**src/rtl/timer_counter_dev_if.sv**
```systemverilog
// -----------------------------------------------------------------------------
// timer_counter_dev_if
// Peripheral-bus bundle between the address-decoding bridge (master) and a
// timer_counter_dev responder (slave).
//   Addr [31:0] byte address, word accesses only       (master -> slave)
//   WE          write strobe, already store/decode-qualified (master -> slave)
//   Din  [31:0] write data                              (master -> slave)
//   Dout [31:0] read data, combinational from Addr      (slave -> master)
// -----------------------------------------------------------------------------
interface timer_counter_dev_if;
  logic [31:0] Addr;
  logic        WE;
  logic [31:0] Din;
  logic [31:0] Dout;

  modport master (output Addr, output WE, output Din, input Dout);
  modport slave  (input Addr, input WE, input Din, output Dout);
endinterface

```
**src/rtl/timer_counter_dev.sv**
```systemverilog
// -----------------------------------------------------------------------------
// timer_counter_dev
// Memory-mapped countdown timer occupying a 16-byte window at BASE.
// Registers (offset = Addr[3:2]):
//   0 CTRL   r/w  [0] EN, [2:1] MODE, [3] IM
//   1 PRESET r/w  reload value
//   2 COUNT  r/o  current count
//   3 reserved, reads 0
// Ports:
//   clk    system clock, rising edge
//   reset  asynchronous, active-low reset
//   bus    timer_counter_dev_if.slave (Addr, WE, Din in; Dout out)
//   IRQ    registered interrupt request, IM & irq_flag
// Optional build macro TIMER_IRQ_STATUS_EN: CTRL read bit [31] returns the raw
// irq_flag (independent of IM). Without it, bit [31] reads 0.
// -----------------------------------------------------------------------------
module timer_counter_dev #(
  parameter logic [31:0] BASE = 32'h0000_7f00
) (
  input  logic                 clk,
  input  logic                 reset,
  timer_counter_dev_if.slave   bus,
  output logic                 IRQ
);

  typedef enum logic [1:0] {
    S_IDLE = 2'd0,
    S_LOAD = 2'd1,
    S_CNT  = 2'd2,
    S_INT  = 2'd3
  } state_t;

  state_t      r_state;
  logic        r_en;
  logic [1:0]  r_mode;
  logic        r_im;
  logic [31:0] r_preset;
  logic [31:0] r_count;
  logic        r_irq_flag;
  logic        r_irq;

  logic        w_hit;
  logic [1:0]  w_off;
  logic        w_wr_ctrl;
  logic        w_wr_preset;
  logic [31:0] w_ctrl_rd;
  logic [31:0] w_dout;
  logic        w_auto_reload;
  logic        w_unused;

  assign w_hit         = (bus.Addr[31:4] == BASE[31:4]);
  assign w_off         = bus.Addr[3:2];
  assign w_wr_ctrl     = bus.WE && w_hit && (w_off == 2'd0);
  assign w_wr_preset   = bus.WE && w_hit && (w_off == 2'd1);
  assign w_auto_reload = (r_mode == 2'd1);
  // Byte offset within a word is irrelevant: only word accesses exist.
  assign w_unused      = &{1'b0, bus.Addr[1:0]};

`ifdef TIMER_IRQ_STATUS_EN
  assign w_ctrl_rd = {r_irq_flag, 27'd0, r_im, r_mode, r_en};
`else
  assign w_ctrl_rd = {28'd0, r_im, r_mode, r_en};
`endif

  always_comb begin
    w_dout = 32'd0;
    if (w_hit) begin
      case (w_off)
        2'd0:    w_dout = w_ctrl_rd;
        2'd1:    w_dout = r_preset;
        2'd2:    w_dout = r_count;
        default: w_dout = 32'd0;
      endcase
    end
  end

  assign bus.Dout = w_dout;
  assign IRQ      = r_irq;

  // FSM and register file share one process so that a same-edge bus write
  // can simply be placed last and override whatever the FSM scheduled.
  always_ff @(posedge clk or negedge reset) begin
    if (!reset) begin
      r_state    <= S_IDLE;
      r_en       <= 1'b0;
      r_mode     <= 2'd0;
      r_im       <= 1'b0;
      r_preset   <= 32'd0;
      r_count    <= 32'd0;
      r_irq_flag <= 1'b0;
      r_irq      <= 1'b0;
    end else begin
      r_irq <= r_im & r_irq_flag;

      // Auto-reload turns irq_flag into a one-cycle pulse. The set in S_INT
      // below comes later in this block and therefore takes priority.
      if (r_irq_flag && w_auto_reload)
        r_irq_flag <= 1'b0;

      case (r_state)
        S_IDLE: begin
          if (r_en)
            r_state <= S_LOAD;
        end
        S_LOAD: begin
          r_count <= r_preset;
          r_state <= S_CNT;
        end
        S_CNT: begin
          if (!r_en) begin
            r_state <= S_IDLE;
          end else if (r_count > 32'd1) begin
            r_count <= r_count - 32'd1;
          end else begin
            // Covers COUNT==1 and a PRESET of 0: saturate, never wrap.
            r_count <= 32'd0;
            r_state <= S_INT;
          end
        end
        S_INT: begin
          r_irq_flag <= 1'b1;
          r_state    <= S_IDLE;
          if (!w_auto_reload)
            r_en <= 1'b0;
        end
        default: r_state <= S_IDLE;
      endcase

      if (w_wr_ctrl) begin
        r_en       <= bus.Din[0];
        r_mode     <= bus.Din[2:1];
        r_im       <= bus.Din[3];
        r_irq_flag <= 1'b0;
      end

      if (w_wr_preset)
        r_preset <= bus.Din;
    end
  end

endmodule

```
**src/flat_wrapper.sv**
```systemverilog
// flat-port wrapper written by rule: the top's interface ports become plain ports
module timer_counter_dev_flat 
#(
  parameter logic [31:0] BASE = 32'h0000_7f00
)
  (clk, reset, IRQ, bus_Addr, bus_WE, bus_Din, bus_Dout);
  timer_counter_dev_if bus_i ();
  input  logic clk;
  input  logic reset;
  output logic IRQ;
  input wire logic [$bits(bus_i.Addr)-1:0] bus_Addr;
  input wire logic [$bits(bus_i.WE)-1:0] bus_WE;
  input wire logic [$bits(bus_i.Din)-1:0] bus_Din;
  output wire logic [$bits(bus_i.Dout)-1:0] bus_Dout;
  assign bus_i.Addr = bus_Addr;
  assign bus_i.WE = bus_WE;
  assign bus_i.Din = bus_Din;
  assign bus_Dout = bus_i.Dout;
  timer_counter_dev #(.BASE(BASE)) u_core (.clk(clk), .reset(reset), .bus(bus_i), .IRQ(IRQ));
endmodule
```
**config.mk**
```make
export PLATFORM = sky130hd
export DESIGN_NAME = timer_counter_dev_flat
export DESIGN_NICKNAME = d
export VERILOG_FILES = /design/src/rtl/timer_counter_dev_if.sv /design/src/rtl/timer_counter_dev.sv /design/src/flat_wrapper.sv
export SDC_FILE = /design/constraint.sdc
export NUM_CORES = 1
export LEC_CHECK = 0
export BUFFER_PORTS_ARGS = -buffer_cell sky130_fd_sc_hd__buf_4
export CAP_MARGIN = 20
export CORE_UTILIZATION = 40
export DETAILED_ROUTE_END_ITERATION = 10
export PLACE_DENSITY_LB_ADDON = 0.12
export SLEW_MARGIN = 0
export SYNTH_ARGS = -nofsm -noshare
export SYNTH_HDL_FRONTEND = slang
export SYNTH_SLANG_ARGS = --single-unit
```
**constraint.sdc**
```tcl
create_clock -name clk -period 4.65 [get_ports clk]
set_input_delay 0.2325 -clock clk [delete_from_list [all_inputs] [get_ports clk]]
set_output_delay 0.2325 -clock clk [all_outputs]
set_load 0.05 [all_outputs]
```
# == Yosys cells after proc, flatten, opt, wreduce, memory -nomap -nowiden ==
# Index checks and enable logic that the tools add are counted.
# op_classes
add_sub_neg,1
n_lt_le_gt_ge,1
eq_ne,11
muxes,15
n_bitwise,1
n_reduce_logical,12
# ops
operator,n
$mux W32,3
$pmux W32 S3,1
$pmux W32 S2,1
$gt A32 B1 Y1 const B,1
$sub A32 B1 Y32 const B,1
$eq A28 B11 Y1 const B,1
$pmux W2 S4,1
$eq A2 B1 Y1 const B,3
$eq A2 B2 Y1 const B,3
$mux W1,6
$mux W2,3
$ne A2 B1 Y1 const B,3
$reduce_and A2 Y1,3
$logic_and A1 B1 Y1,4
$logic_not A2 Y1,2
$reduce_bool A2 Y1,2
$ne A3 B3 Y1 const B,1
$reduce_bool A3 Y1,1
$and A1 B1 Y1,1
# word_totals
ff_bits,72
input_bits,67
output_inout_bits,33
wordCells,49

# == Depth between registers and ports, before layout ==
# depth
depth_word,5
mapped_depth,9
ltp_nobuf,7

# == Worst setup path before layout ==
# OpenSTA, ideal clock, no wires.
# synth_path
path_kind,register to register
startpoint,register u_core.r_count[11]
endpoint,register u_core.r_count[25]
setup_time_ps,138
t_arrival_ps,2292
setup_slack_ps,2220
stages_incl_launch_ff,8
path_cell_list,dfrtp_1 > or4_1 > buf_2 > or3_1 > clkbuf_2 > or4_1 > a31oi_1 > o221ai_1
# synth_via
elab_chain_len,4
word_cells_on_any_way,5
classes_between,add/sub (1); order compare (1); mux (3)
# synth_lines
item,line_no,text
start: declaration,timer_counter_dev.sv:38,logic [31:0] r_count;
start signal: assignment,timer_counter_dev.sv:106,r_count <= r_preset;
start signal: assignment,timer_counter_dev.sv:113,r_count <= r_count - 32'd1;
$sub A32 B1 Y32 or $gt A32 B1 Y1 (tied branches),"timer_counter_dev.sv:113, timer_counter_dev.sv:112",
$mux W32 *,timer_counter_dev.sv:112,end else if (r_count > 32'd1) begin
$mux W32 *,timer_counter_dev.sv:110,if (!r_en) begin
$pmux W32 S2 *,timer_counter_dev.sv:100,case (r_state)
# Every way passes the cells marked *; elsewhere a longest branch is shown, timed or not. The select of a mux whose other input is x is not followed.
# A chain may end at the register's enable or synchronous reset.

# == Final worst setup path ==
# layout_path
startpoint,register u_core.r_count[0]
endpoint,register u_core.r_count[26]
# The elaborated chain is that of the path after synthesis.

==> metrics.md <==
| Metric | Value |
|---|---|
| Rel. slew slack | `0.366` |
| Simple-Gate Fraction of Synth Area | `0.207` |
| Adder-Cell Fraction of Synth Area | `0.00587` |
| FFs w/ async S/R, synth | `1.00` |
| First-pass GRT wire length | `20.3 mm` |
| CTS tree | `built` |
| Final Skew | `0.00617 ns` |
| DR iter-0 viols | `281` |
| Dominant synthesized flop cell | `dfrtp_1` |
| Final #Nets | `611` |
| Register area share after synthesis | `0.423` |
| Min cycle time layout | `2.89 ns` |
| YS warnings | `0` |
| Tightest Hold Check Type | `input pin to async pin` |
| Via count | `4,010` |
| DRC Markers | `0` |
| P&R area growth vs syn | `23.8%` |
| Synth Instances | `466` |
| Post-synthesis xor/xnor area fraction | `0` |
| Number of diodes | `0` |
| Peak VDD IR | `114 µV` |
| Starting density of the core | `0.413` |
| Buffer depth of the longest clock path | `2` |
| Routability Congestion | `0.814` |
| Final Hold Viols | `3` |
| DRT antenna net count | `0` |
| Worst-path fanout max | `15` |
| Hold_buf cts | `0` |
| CTS resizes | `0` |
| Total Wirelength | `12.2 mm` |
| Die height | `105 µm` |
| Cells along the critical path | `inv_1 -> ha_1 -> or3b_2 -> or4_1 -> nor4_1 -> mux2i_1 -> o22ai_1` |
| Largest net degree at the start of global routing | `73` |
| GR Overflow Total | `0` |
| Synth area leader | `dfrtp_1` |
| Synth unique cells | `43` |
| Period utilisation layout | `0.622` |
| All-layer global routing usage | `0.230` |
| # rows | `37` |
| Min setup slack post-route | `1.76 ns` |
| Design Area, Final | `5270 µm²` |
| Crit path DAT | `3.10 ns` |
| Yosys reg bits | `72` |
| Top post-synthesis cells by area | `dfrtp_1, mux2_2, a22oi_1` |
| Drt first pass iters | `4` |
| Leakage | `2.51 nW` |
| Pins Over Slew Limit | `0` |
| CP required | `4.86 ns` |
| Synthesized cell area | `4260 µm²` |
| Max-cap check violation count | `0` |
| Fraction of layout instances using a drive strength above 1 | `0.305` |
| Largest stage delay, worst path | `0.71 ns` |
| Initial antenna violation count | `0` |
| Core area | `10,300 µm²` |
| Failing checks | `hold timing` |
| Pwr Density | `221 nW/µm²` |
| Main combinational cell family by area after synthesis | `simple AND/OR/NAND/NOR gates` |
| Crit path capture type | `flip-flop` |
| Vias per inst | `5.87` |
| EDFF count, synth | `0` |
| IO Pins | `100` |
| WHS | `-0.00648 ns` |
| CP Class | `flip-flop to flip-flop` |
| Clk slew on worst S/H paths | `0.07 ns` |
| Fillers | `1,013` |
| RSZ-0062 raised after global routing | `false` |
| Hpwl dp | `7.90 mm` |
| Post-synthesis compound-gate area fraction | `0.196` |
| Root Driver | `clkbuf_8` |
| WL/cell | `17.9 µm` |
| Crit-path slowest cell | `or4_1` |
| Setup violations, final | `0` |
| # Post-CTS Setup Buffers | `0` |
| Slew at the pin closest to its max-slew limit | `0.951 ns` |
| Placed cell area | `5080 µm²` |
| CTS Buf Count | `9` |
| Fin Setup TNS | `0 ns` |
| Die area | `11,100 µm²` |
| Critical path startpoint category | `flip-flop` |
| # port buffers | `97` |
| Pre-CTS WS | `1.77 ns` |
| Storage cell area | `1800 µm²` |
| Status | `complete, but fails checks` |
| Synth Area per Inst | `9.15 µm²` |
| Clock sinks | `72` |
| Syn Nets | `535` |
| Worst-Skew Late Latency | `0.35 ns` |
| Synth top area share | `0.423` |
| Die X-Extent | `105 µm` |
| Multi-input logic area | `2240 µm²` |
| Vias in the first global route | `3,962` |
| Mux share of post-synthesis cell area | `0.111` |
| CTS HTree Levels | `3` |
| F_max | `346 MHz` |
[report_power, final]
group | leakage [nW] | switching [W] | internal, W | total (W)
combinational | 1.41 | 0.0000317 | 0.0000376 | 0.0000693
clock | 0.0992 | 0.000234 | 0.000235 | 0.000469
sequential | 1.00 | 0.000000000125 | 0.000626 | 0.000626
total | 2.51 | 0.000266 | 0.000898 | 0.00116
[area by class of cell]
cell class	count	area share
clock buffers	13	0.0320
clock inverters	3	0.00285
inverters	19	0.0135
multi-input cells	332	0.425
flip-flops and latches	72	0.342
well taps	136	0.0323
repair buffers	108	0.153
[worst paths after layout]
path	from	end	slack, ns	cells after the start
max	u_core.r_count[0]	u_core.r_count[26]	1.76	7
min	reset	u_core.r_preset[10]	-0.006	1
max reg2reg	u_core.r_count[0]	u_core.r_count[26]	1.76	7
min reg2reg	u_core.r_irq_flag	u_core.IRQ	0.52	1
max in group asynchronous	reset	u_core.r_count[22]	4.02	1
min in group clk	bus_Din[18]	u_core.r_preset[18]	0.10	2
[cell usage after synthesis, types with 3 or more instances]
cell type	count
mux2_2	35
nand3_1	11
nor3_1	10
buf_2	5
mux2i_1	8
and3_1	10
o22ai_1	12
o2111ai_1	8
buf_1	4
o221ai_1	4
a32oi_1	9
inv_1	19
o311ai_0	4
dfrtp_1	72
a22oi_1	31
o211ai_1	6
o21ai_0	4
nor2_1	53
nand2_1	19
or3_1	8
nor2b_1	5
nand4_1	10
or4_1	11
nor4_1	14
a21oi_1	21
and2_1	4
nor4b_1	3
a31oi_1	14
clkbuf_1	33
[cell usage in the layout (no fill, tap or decap), types with 3 or more instances in the layout]
master,n
o311ai_0,4
nand3_1,11
nand4_1,10
o221ai_1,4
o2111ai_1,8
o22ai_1,12
and2_1,4
nor2b_2,3
a31oi_1,14
o21ai_0,4
a32oi_1,9
or3_1,8
a21oi_1,20
o211ai_1,6
mux2i_1,8
nor2_1,52
buf_4,106
inv_1,19
a22oi_1,31
nor4b_1,3
nor4_1,14
dfrtp_1,72
nand2_1,19
nor3_1,10
and3_1,10
clkbuf_8,12
or4_1,11
clkinv_2,3
mux2_2,35
[metrics by stage]
step / hold slack [ns] / cells / total power [W] / utilization
finish: -0.00648 / 683 / 0.00116 / 0.511
global placement: 0.445 / 665 / 0.000707 / 0.492
detailed placement: 0.446 / 665 / 0.000709 / 0.492
CTS: 0.0614 / 681 / 0.00118 / 0.510
global route: 0.0938 / 683 / 0.00121 / 0.511
floorplan: -0.0631 / 466 / 0.000650 / -
[critical path, delay by kind of cell, from the launching register on]
kind                       cells  cell delay (ns)
AOI/OAI and AO/OA              1             0.09
adders and majority gates      1             0.23
buffers and inverters          1             0.12
DFF                            1             0.43
muxes                          1             0.25
and+or+nand+nor                3             1.63
[registers in the layout, summed over array words and instances, names as in the netlist]
signal and cells:
u_core.r_count 32, u_core.r_preset 32, u_core.r_mode 2, u_core.r_state 2
u_core.IRQ 1, u_core.r_en 1, u_core.r_im 1, u_core.r_irq_flag 1
[cells by family (layout without fill, tap and decap cells)]
group / Yosys count / count (layout)
mux: 43 / 43
compound gates: 119 / 119
simple gates: 168 / 168
fa+ha+maj: 2 / 2
buf+inv: 62 / 143
flops: 72 / 72
[metal layers]
| layer | vias to the layer above | share of wire | track usage |
|---|---|---|---|
| met5 | - | 0 | 0 |
| met1 | 1996 | 0.47 | 0.310 |
| met2 | 83 | 0.48 | 0.378 |
| li1 | 1921 | - | - |
| met4 | 0 | 0.013 | 0.0815 |
| met3 | 10 | 0.038 | 0.0303 |
Note: power is estimated with default switching activity, not from simulation.
